### src/rtl/sync_down_counter_jk_pkg.sv
// rtl/sync_down_counter_jk_pkg.sv - shared constants for the JK down counter
package sync_down_counter_jk_pkg;

  localparam int WIDTH_MIN = 2;
  localparam int WIDTH_MAX = 16;

  // Sized to the widest legal counter; users slice off the low WIDTH bits.
  localparam logic [WIDTH_MAX-1:0] COUNT_RST  = '0;
  localparam logic [WIDTH_MAX-1:0] RELOAD_RST = '1;

endpackage

### src/rtl/jk_ff_sync.sv
// rtl/jk_ff_sync.sv - JK flip-flop with synchronous active-high reset
module jk_ff_sync (
  input  logic clk,
  input  logic rst,
  input  logic j,
  input  logic k,
  output logic q,
  output logic qb
);

  always_ff @(posedge clk) begin
    if (rst) begin
      q <= 1'b0;
    end else begin
      case ({j, k})
        2'b01:   q <= 1'b0;
        2'b10:   q <= 1'b1;
        2'b11:   q <= ~q;
        default: q <= q;
      endcase
    end
  end

  assign qb = ~q;

endmodule

### src/rtl/sync_down_counter_jk.sv
// rtl/sync_down_counter_jk.sv - synchronous JK down counter with load, auto-reload and tc pulse
module sync_down_counter_jk
  import sync_down_counter_jk_pkg::*;
#(
  parameter int WIDTH = 4
) (
  input  logic             clk,
  input  logic             rst,
  input  logic             en,
  input  logic             load,
  input  logic [WIDTH-1:0] load_val,
  input  logic             auto_reload,
  output logic [WIDTH-1:0] count,
  output logic             zero,
  output logic             tc
);

  if (WIDTH < WIDTH_MIN || WIDTH > WIDTH_MAX) begin : g_bad_width
    $error("sync_down_counter_jk: WIDTH out of range");
  end

  logic [WIDTH-1:0] qb_bits;
  logic [WIDTH-1:0] borrow;
  logic [WIDTH-1:0] j_bits;
  logic [WIDTH-1:0] k_bits;
  logic [WIDTH-1:0] reload;
  logic             acc;

  assign zero = &qb_bits;

  // borrow[i]: every lower bit is zero, so bit i toggles on a decrement.
  always_comb begin
    borrow = '0;
    acc    = 1'b1;
    for (int i = 0; i < WIDTH; i++) begin
      borrow[i] = acc;
      acc       = acc & qb_bits[i];
    end
  end

  // Plain underflow needs no special case: all borrows are set, so 0 toggles to all ones.
  always_comb begin
    j_bits = '0;
    k_bits = '0;
    for (int i = 0; i < WIDTH; i++) begin
      if (load) begin
        j_bits[i] = load_val[i];
        k_bits[i] = ~load_val[i];
      end else if (en && zero && auto_reload) begin
        j_bits[i] = reload[i];
        k_bits[i] = ~reload[i];
      end else if (en && borrow[i]) begin
        j_bits[i] = 1'b1;
        k_bits[i] = 1'b1;
      end
    end
  end

  for (genvar i = 0; i < WIDTH; i++) begin : g_bit
    jk_ff_sync u_ff (
      .clk (clk),
      .rst (rst),
      .j   (j_bits[i]),
      .k   (k_bits[i]),
      .q   (count[i]),
      .qb  (qb_bits[i])
    );
  end

  always_ff @(posedge clk) begin
    if (rst) begin
      reload <= RELOAD_RST[WIDTH-1:0];
      tc     <= 1'b0;
    end else begin
      if (load) begin
        reload <= load_val;
      end
      tc <= ~load & en & zero;
    end
  end

endmodule

### config.mk
export PLATFORM = sky130hd
export DESIGN_NAME = sync_down_counter_jk
export DESIGN_NICKNAME = d
export VERILOG_FILES = /design/src/rtl/sync_down_counter_jk_pkg.sv /design/src/rtl/jk_ff_sync.sv /design/src/rtl/sync_down_counter_jk.sv
export SDC_FILE = /design/constraint.sdc
export NUM_CORES = 1
export LEC_CHECK = 0
export CORE_AREA = 2 2 39 41
export DETAILED_ROUTE_END_ITERATION = 10
export DIE_AREA = 0 0 41 43
export GPL_ROUTABILITY_DRIVEN = 0
export GPL_TIMING_DRIVEN = 0
export RECOVER_POWER = 50
export SYNTH_ARGS = -nofsm -noshare
export SYNTH_HDL_FRONTEND = slang
export SYNTH_SLANG_ARGS = --single-unit
### constraint.sdc
create_clock -name clk -period 3 [get_ports clk]
set_clock_uncertainty 0.05 [all_clocks]
set_input_delay 0.6 -clock clk [delete_from_list [all_inputs] [get_ports clk]]
set_output_delay 0.6 -clock clk [all_outputs]
set_load 0.01 [all_outputs]
==> metrics.csv <==
stage;metric;value;unit
outcome;status;finished clean;
power_and_ir_drop;Int Power;0.216;mW
cells_and_area;cell area after layout;594;sq um
global_routing;gr usage total;12.4;%
critical_path;Max FO, Critical Path;5;
cells_and_area;commonest non-fill, non-tap cell in the layout;clkdlybuf4s50_1;
power_and_ir_drop;Net Sw Frac;27.0;%
routing;Vias per Instance;4.63;
logic_synthesis;share of synthesized registers carrying an async set or reset;0;%
clock_tree;CTS Hold Bufs;0;
logic_synthesis;post-synthesis sequential area ratio;42.2;%
timing;Slew Limit Fails;0;
power_and_ir_drop;worst ir drop on vdd;0.296;mV
clock_tree;CTS tree;done;
cells_and_area;Reg area;180;sq um
cells_and_area;Fill cells;158;
placed_design;Final HPWL DP;645;um
placed_design;placed cell area;567;sq um
floorplanning;core outline area;1380;sq um
critical_path;FF-to-FF setup slack;1.39;ns
timing;endpoints failing setup;0;
timing;Final Worst Setup Slack;0.491;ns
timing;Period minus WS final;2.51;ns
power_and_ir_drop;sequential share of power;45.7;%
critical_path;reg2reg path depth;3;
floorplanning;Die Span X;41;um
critical_path;Critical Path Start;g_bit[0].u_ff.q;
global_routing;GR Overflow Total;0;
timing;fmax;399;MHz
routing;Routed wire per std cell;10.2;um
global_routing;initial antenna violation count;0;
clock_tree;Worst-path clk slew;0.07;ns
power_and_ir_drop;P_leak;0.255;nW
critical_path;Setup Crit Path Kind;register to output port;
logic_synthesis;cell count after synthesis;51;
timing;final hold vios;0;
routing;Routed WL;845;um
critical_path;start of the worst register-to-register path;g_bit[1].u_ff.q;
clock_tree;H-tree Lvls;1;
power_and_ir_drop;Gate power share;21.9;%
clock_tree;worst-case clock buffer depth;2;
placed_design;Post-Place Cells;79;
routing;Top Metal Used;met4;
cells_and_area;multi-input combinational cell area;190;sq um
logic_synthesis;top_reg_cell synth;dfxtp_1;
floorplanning;# rows;14;
global_routing;largest net degree at the start of global routing;10;
timing;Relative slew margins;76.7;%
cells_and_area;fraction of layout cells with a size suffix above 1;13.4;%
floorplanning;io pins;15;
timing;final period utilization;83.6;%
routing;routed length on met2;387;um
logic_synthesis;Syn Std Cell Area;427;sq um
clock_tree;clk sinks;9;
logic_synthesis;Synth cell types;20;
cells_and_area;final std cells w/o fill;83;
logic_synthesis;number of warnings issued by yosys;0;
placed_design;post-place setup slack;0.573;ns
routing;routed wl met3;56;um
min_path;Hold WC Path Type;register to register;
critical_path;capturing point of the worst reg2reg path;g_bit[3].u_ff.q;
critical_path;startpoint types;register;
floorplanning;Die Ht;43;um
global_routing;via count of the first global-routing pass;333;
timing;unrepaired setup endpoints after global routing;false;
cells_and_area;layout net count;77;
cells_and_area;commonest cells after routing, fill and taps aside;10 x clkdlybuf4s50_1, 9 x dfxtp_1, 6 x nand2_1;
floorplanning;Die ar.;1760;sq um
power_and_ir_drop;PD cells;499;nW/um^2
min_path;Worst Min Path Start;reload[1];
routing;Iter 0 DRT Violations;3;
clock_tree;Clock Tree Root;clkbuf_4;
power_and_ir_drop;Clock Power Share;32.4;%
critical_path;CP required;2.35;ns
clock_tree;cts repair resizes;0;
logic_synthesis;Syn Area/Cell;8.37;sq um
logic_synthesis;register bit total from synthesis;9;
routing;via count;384;
logic_synthesis;Synthesized Nets;60;
routing;wl on met1;384;um
floorplanning;starting density of the core;30.8;%
global_routing;first-pass GRT wire length;1.37;mm
timing;Setup TNS Final;0;ns
placed_design;IO buf count;12;
timing;Hold Slack;0.407;ns
critical_path;critical path endpoint category;output port;
routing;Pre-Repair DR Iteration Count;4;
clock_tree;Post-CTS Setup Repair Bufs;0;
min_path;hold depth;2;
clock_tree;TritonCTS Buffers;3;
cells_and_area;n_diodes;0;
min_path;hold worst-path end;reload[1];
cells_and_area;layout overhead on the synthesized area;39.3;%
clock_tree;clk_lat worst skew;0.26;ns
job;Max Cap Viol;0;
power_and_ir_drop;sw power;0.0800;mW
routing;Post-route DRC;0;
logic_synthesis;number of flops mapped to enable cells by yosys;0;
routing;Detail Route Antenna Nets;0;
critical_path;Critical Path AT;1.86;ns
timing;Worst-Margin Slew;0.350;ns
[cell type report]
cell class,instances,share of cell area (%)
Clock buffer,3,3.79
Buffer,6,6.32
Sequential cell,9,30.3
Tap cell,16,3.37
Multi-Input combinational cell,31,32.0
Inverter,5,3.16
Clock inverter,1,0.842
Timing Repair Buffer,12,20.2
[Yosys cell counts (2+ instances only)]
library cell  n  share of area (%)
nor2b_1       2                2.9
xnor2_1       2                4.1
dfxtp_1       9                 42
o32ai_1       2                4.1
o21ai_0       2                2.3
inv_1         5                4.4
or4_1         2                3.5
nor2_1        2                1.8
clkbuf_1      2                1.8
nand2_1       6                5.3
buf_4         4                7.0
a21oi_1       3                3.5
nor3_1        3                3.5
[layer usage]
layer | vias up | track usage, %
met1 | 166 | 13.5
met3 | 2 | 7.85
li1 | 204 | -
met4 | 0 | 8.00
met2 | 12 | 16.9
met5 | - | 0
[metrics by stage]
step	power (mW)	util [%]
3_3_place_gp	0.204	41.0
6_report	0.296	42.9
2_1_floorplan	0.175	-
5_1_grt	0.317	42.9
3_5_place_dp	0.204	41.0
4_1_cts	0.303	42.9
[sequential cells by signal (all words and copies together), names as in the netlist]
signal	count
reload	4
g_bit.u_ff.q	4
tc	1
[critical path, stage by stage, from the launching register on]
cell and delay [ns]:
dfxtp_1 0.35, or4_1 0.59, inv_1 0.12, clkdlybuf4s50_1 0.54
[logic make-up after synthesis]
| family | share of synthesized area, % |
|---|---|
| buf+inv | 13.2 |
| xor+xnor | 6.16 |
| flops | 42.2 |
| simple gates | 22.3 |
| compound gates | 16.1 |
[power groups by stage]
| stage | combinational [mW] | sequential (mW) | clock, mW |
|---|---|---|---|
| 2_1_floorplan | 0.0377 | 0.137 | 0 |
| 3_3_place_gp | 0.0657 | 0.138 | 0 |
| 3_5_place_dp | 0.0657 | 0.138 | 0 |
| 4_1_cts | 0.0662 | 0.136 | 0.101 |
| 5_1_grt | 0.0716 | 0.137 | 0.109 |
| 6_report | 0.0648 | 0.135 | 0.0960 |
[how the worst max path moves through the flow]
stage	end	slack, ns	depth (start not counted)
final	zero	0.49	3
after global routing	zero	0.44	3
after CTS	zero	0.48	3
after detailed placement	g_bit[3].u_ff.q	0.57	4
after global placement	g_bit[3].u_ff.q	0.58	4
after floorplan	g_bit[3].u_ff.q	1.20	3
(Power assumes the default switching activity.)
==> patch 1, RTL diff (config.mk and constraints unchanged) <==
Register the output `count`, without a reset; this adds one clock of latency there. The other outputs are not delayed to match.
--- a/src/rtl/sync_down_counter_jk.sv
+++ b/src/rtl/sync_down_counter_jk.sv
@@ -14,6 +14,8 @@
   output logic             zero,
   output logic             tc
 );
+
+  logic [WIDTH-1:0] count_d;
 
   if (WIDTH < WIDTH_MIN || WIDTH > WIDTH_MAX) begin : g_bad_width
     $error("sync_down_counter_jk: WIDTH out of range");
@@ -62,7 +64,7 @@
       .rst (rst),
       .j   (j_bits[i]),
       .k   (k_bits[i]),
-      .q   (count[i]),
+      .q   (count_d[i]),
       .qb  (qb_bits[i])
     );
   end
@@ -79,5 +81,9 @@
     end
   end
 
+  always_ff @(posedge clk) begin
+    count <= count_d;
+  end
+
 endmodule
 
Formal check against the unedited RTL: not equivalent (a bounded check fails within 4 cycles, from zero or initial values and one cycle with rst high).
==> patch 1 against the unedited design <==
  * Area after synthesis up 16%
  * Critical path type unchanged
  * Worst hold slack worse by 0.075 ns
  * Setup slack worse by 0.060 ns
  * Sequential cell count up 4
  * Total power up 24%
  * Wire length up 12%
  * Via count up 8.1%
  * Cell area up 11%
  * Largest cell class is now sequential cells
==> patch 1: results (changes against the unedited design) <==
status completed; Non-Clock Buffer Area Fraction 0.194 (-0.0710); slew margin rel. 0.711 (-0.0561); register area 260 um^2 (+44%); xor/xnor share of the synthesized area 0.0532 (-0.00842); Total GRT Usage 0.151 (+0.0277); number of clock buffers in the layout 4 (+1); worst slack at placement 0.798 ns (+0.225 ns); Seq/Total Area, Yosys 0.527 (+0.104); combined area of the multi-input logic cells 211 um^2 (+11%); Sw Pwr 0.0000937 W (+17%); first-pass GRT wire length 1680 um (+22%); largest net degree at the start of global routing 11 (+1); hold endpoint count[3]$_DFF_P_; num sequential 13 (+4); fillers 139 (-12%); nonclk buf count 14 (-4); Logic inverters 3 (-2); clock network area share 0.0400 (-0.00632); min-delay src g_bit[3].u_ff.q$_SDFFE_PP0P_; final core utilization 0.475 (+0.0452); Worst-Skew Late Latency 0.28 ns (+0.02 ns); top cells by count, synth dfxtp_1 (13), nand2_1 (7), a21oi_1 (4), nor2_1 (4); layout cells sized above 1 0.0746 (-0.0597); worst vdd ir 0.236 mV (-20%)
## patch 1: worst max path at each step
stage | start | endpoint | slack, ns | depth (start not counted)
2_1_floorplan | g_bit[2].u_ff.q$_SDFFE_PP0P_ | zero | 1.36 | 2
3_3_place_gp | g_bit[2].u_ff.q$_SDFFE_PP0P_ | zero | 0.81 | 3
3_5_place_dp | g_bit[1].u_ff.q$_SDFFE_PP0P_ | zero | 0.80 | 3
4_1_cts | g_bit[1].u_ff.q$_SDFFE_PP0P_ | zero | 0.48 | 3
5_1_grt | g_bit[1].u_ff.q$_SDFFE_PP0P_ | zero | 0.33 | 3
6_report | g_bit[1].u_ff.q$_SDFFE_PP0P_ | zero | 0.43 | 3
## patch 1: per-layer routing
layer | vias to the layer above | GRT usage | wire length (um) | share of wire
met4 | 0 | 0.140 | 45 | 0.048
met2 | 19 | 0.206 | 446 | 0.47
met3 | 4 | 0.0681 | 67 | 0.071
met1 | 182 | 0.163 | 385 | 0.41
met5 | - | 0 | 0 | 0
li1 | 210 | - | - | -
==> patch 2, RTL diff (config.mk and constraints unchanged) <==
Made on the original files. Change the parameter `WIDTH` from 4 to 6.
--- a/src/rtl/sync_down_counter_jk.sv
+++ b/src/rtl/sync_down_counter_jk.sv
@@ -2,7 +2,7 @@
 module sync_down_counter_jk
   import sync_down_counter_jk_pkg::*;
 #(
-  parameter int WIDTH = 4
+  parameter int WIDTH = 6
 ) (
   input  logic             clk,
   input  logic             rst,
Ports: changed (resized count and load_val); port bits go from 15 to 19. The function was not compared with the original's and may differ.
==> patch 2 against the unedited design <==
  * Via count rose by 55%
  * Area after synthesis rose by 52%
  * Final cell count rose by 36%
  * Count of clock-buffer cells in the layout rose by 1
  * Sequential power rose by 48%
  * Wire length rose by 69%
  * Cell area rose by 46%
  * Total power rose by 36%
  * Setup slack got worse by 0.023 ns
  * Global-route usage rose by 7.3 points
  * Sequential cell count rose by 4
==> patch 2: results (changes against the unedited design) <==
status completed; synth warn 0 (unchanged); layout cells sized above 1 0.144 (+0.0100); htree depth 1 (unchanged); Seq/Total Area, Yosys 0.401 (-0.0215); Logic inverters 3 (-2); Port Buffers 18 (+6); CP max FO 9 (+4); multi-input logic cell count 50 (+61%); hpwl dp 1000 um (+55%); Leakage 0.337 nW (+32%); dominant cells by area after synthesis dfxtp_1 (40%), buf_4 (6.9%), nor2_1 (5.8%), o21ai_0 (4.6%), nand2_1 (3.5%); final core utilization 0.627 (+0.198); Longest Clk Path Bufs 2 (unchanged); worst slack at placement 0.535 ns (-0.0378 ns); first-pass GRT wire length 2310 um (+68%); CTS Buf Count 3 (unchanged); clock network area share 0.0303 (-0.0161); ANT cells 0 (unchanged); largest net degree at the start of global routing 11 (+1); Async SR Flop Fraction 0 (unchanged); Worst-Skew Late Latency 0.27 ns; CTS-repair resized insts 0 (unchanged); combined area of the multi-input logic cells 314 um^2 (+65%); Cell variety after synth 31 (+55%); vias in the first global route 544 (+63%); syn_nets 86 (+43%); Worst-Margin Slew 0.497 ns (+0.147 ns); register area 260 um^2 (+44%); max cap viols 0 (unchanged); WL/cell 12.6 um (+24%); Initial DRT Pass Iterations 4 (unchanged); Largest regs g_bit.u_ff.q x6, reload x6, tc x1; die area 1760 um^2 (unchanged); top cells by count, synth dfxtp_1 (13), nor2_1 (10), buf_4 (6), nand2_1 (6), o21ai_0 (6); critical path arrival 1.88 ns (+0.02 ns); placed instance area 850 um^2 (+50%); most used flip-flop cell after synthesis dfxtp_1; Non-Clock Buffer Area Fraction 0.272 (+0.00707); CTS sink count 13 (+4); worst vdd ir 0.254 mV (-14%); number of clock buffers in the layout 4 (+1); Worst Hold Class flip-flop to flip-flop; drt initial violations 17 (+14); nonclk buf count 27 (+9); fillers 125 (-21%); Total GRT Usage 0.197 (+0.0733); Sw Ratio 0.276 (+0.00591); Crit. Startpoint g_bit[3].u_ff.q$_SDFFE_PP0P_; final layout net count 109 (+42%); vias per inst 5.28 (+14%); reg2reg start g_bit[1].u_ff.q$_SDFFE_PP0P_; Clock transition at path regs 0.08 ns
[patch 2: changes by cell type after synthesis, moves of 2 or more]
cell     delta
buf_4       +2
dfxtp_1     +4
inv_1       -3
nor2_1      +8
nor4b_1     +2
o21ai_0     +4
o32ai_1     -2
[patch 2: worst paths after layout]
| kind | endpoint | slack [ns] | cells after the start |
|---|---|---|---|
| min | reload[1]$_SDFFE_PP1P_ | 0.43 | 2 |
| min reg2reg | reload[1]$_SDFFE_PP1P_ | 0.43 | 2 |
| max | zero | 0.47 | 3 |
| max reg2reg | g_bit[5].u_ff.q$_SDFFE_PP0P_ | 1.07 | 5 |
[patch 2: layer usage]
metal / track usage / vias to the layer above / share of wire
met4: 0.120 / 0 / 0.013
met2: 0.281 / 17 / 0.48
met5: 0 / - / 0
met1: 0.257 / 271 / 0.45
li1: - / 307 / -
met3: 0.0471 / 2 / 0.051
[patch 2: stage by stage]
stage	hold slack (ns)	instances
after detailed placement	0.410	109
after global routing	0.462	113
after global placement	0.404	109
after floorplan	0.385	75
after CTS	0.434	113
final	0.429	113
[patch 2: worst max-delay path, cell delays in order, from the launching register on]
cell and delay, ns:
dfxtp_1 0.42, or3_2 0.44, nor4_1 0.17, clkdlybuf4s50_1 0.58
[patch 2: power groups by stage]
stage	Sequential, W	Clock [W]	Combinational [W]
floorplan	0.000200	0	0.0000584
global placement	0.000204	0	0.0000971
detailed placement	0.000204	0	0.0000981
CTS	0.000200	0.000113	0.0000985
global route	0.000202	0.000122	0.000104
finish	0.000200	0.000109	0.0000948
[patch 2: logic make-up (layout without fill, tap and decap cells)]
logic type             after synthesis  count (layout)  share of synthesized area
flip-flops                          13              13                      0.401
XOR/XNOR                             2               2                     0.0270
AO/OA/AOI/OAI                       20              20                      0.208
buffers and inverters               12              34                      0.116
AND/OR/NAND/NOR                     28              28                      0.249
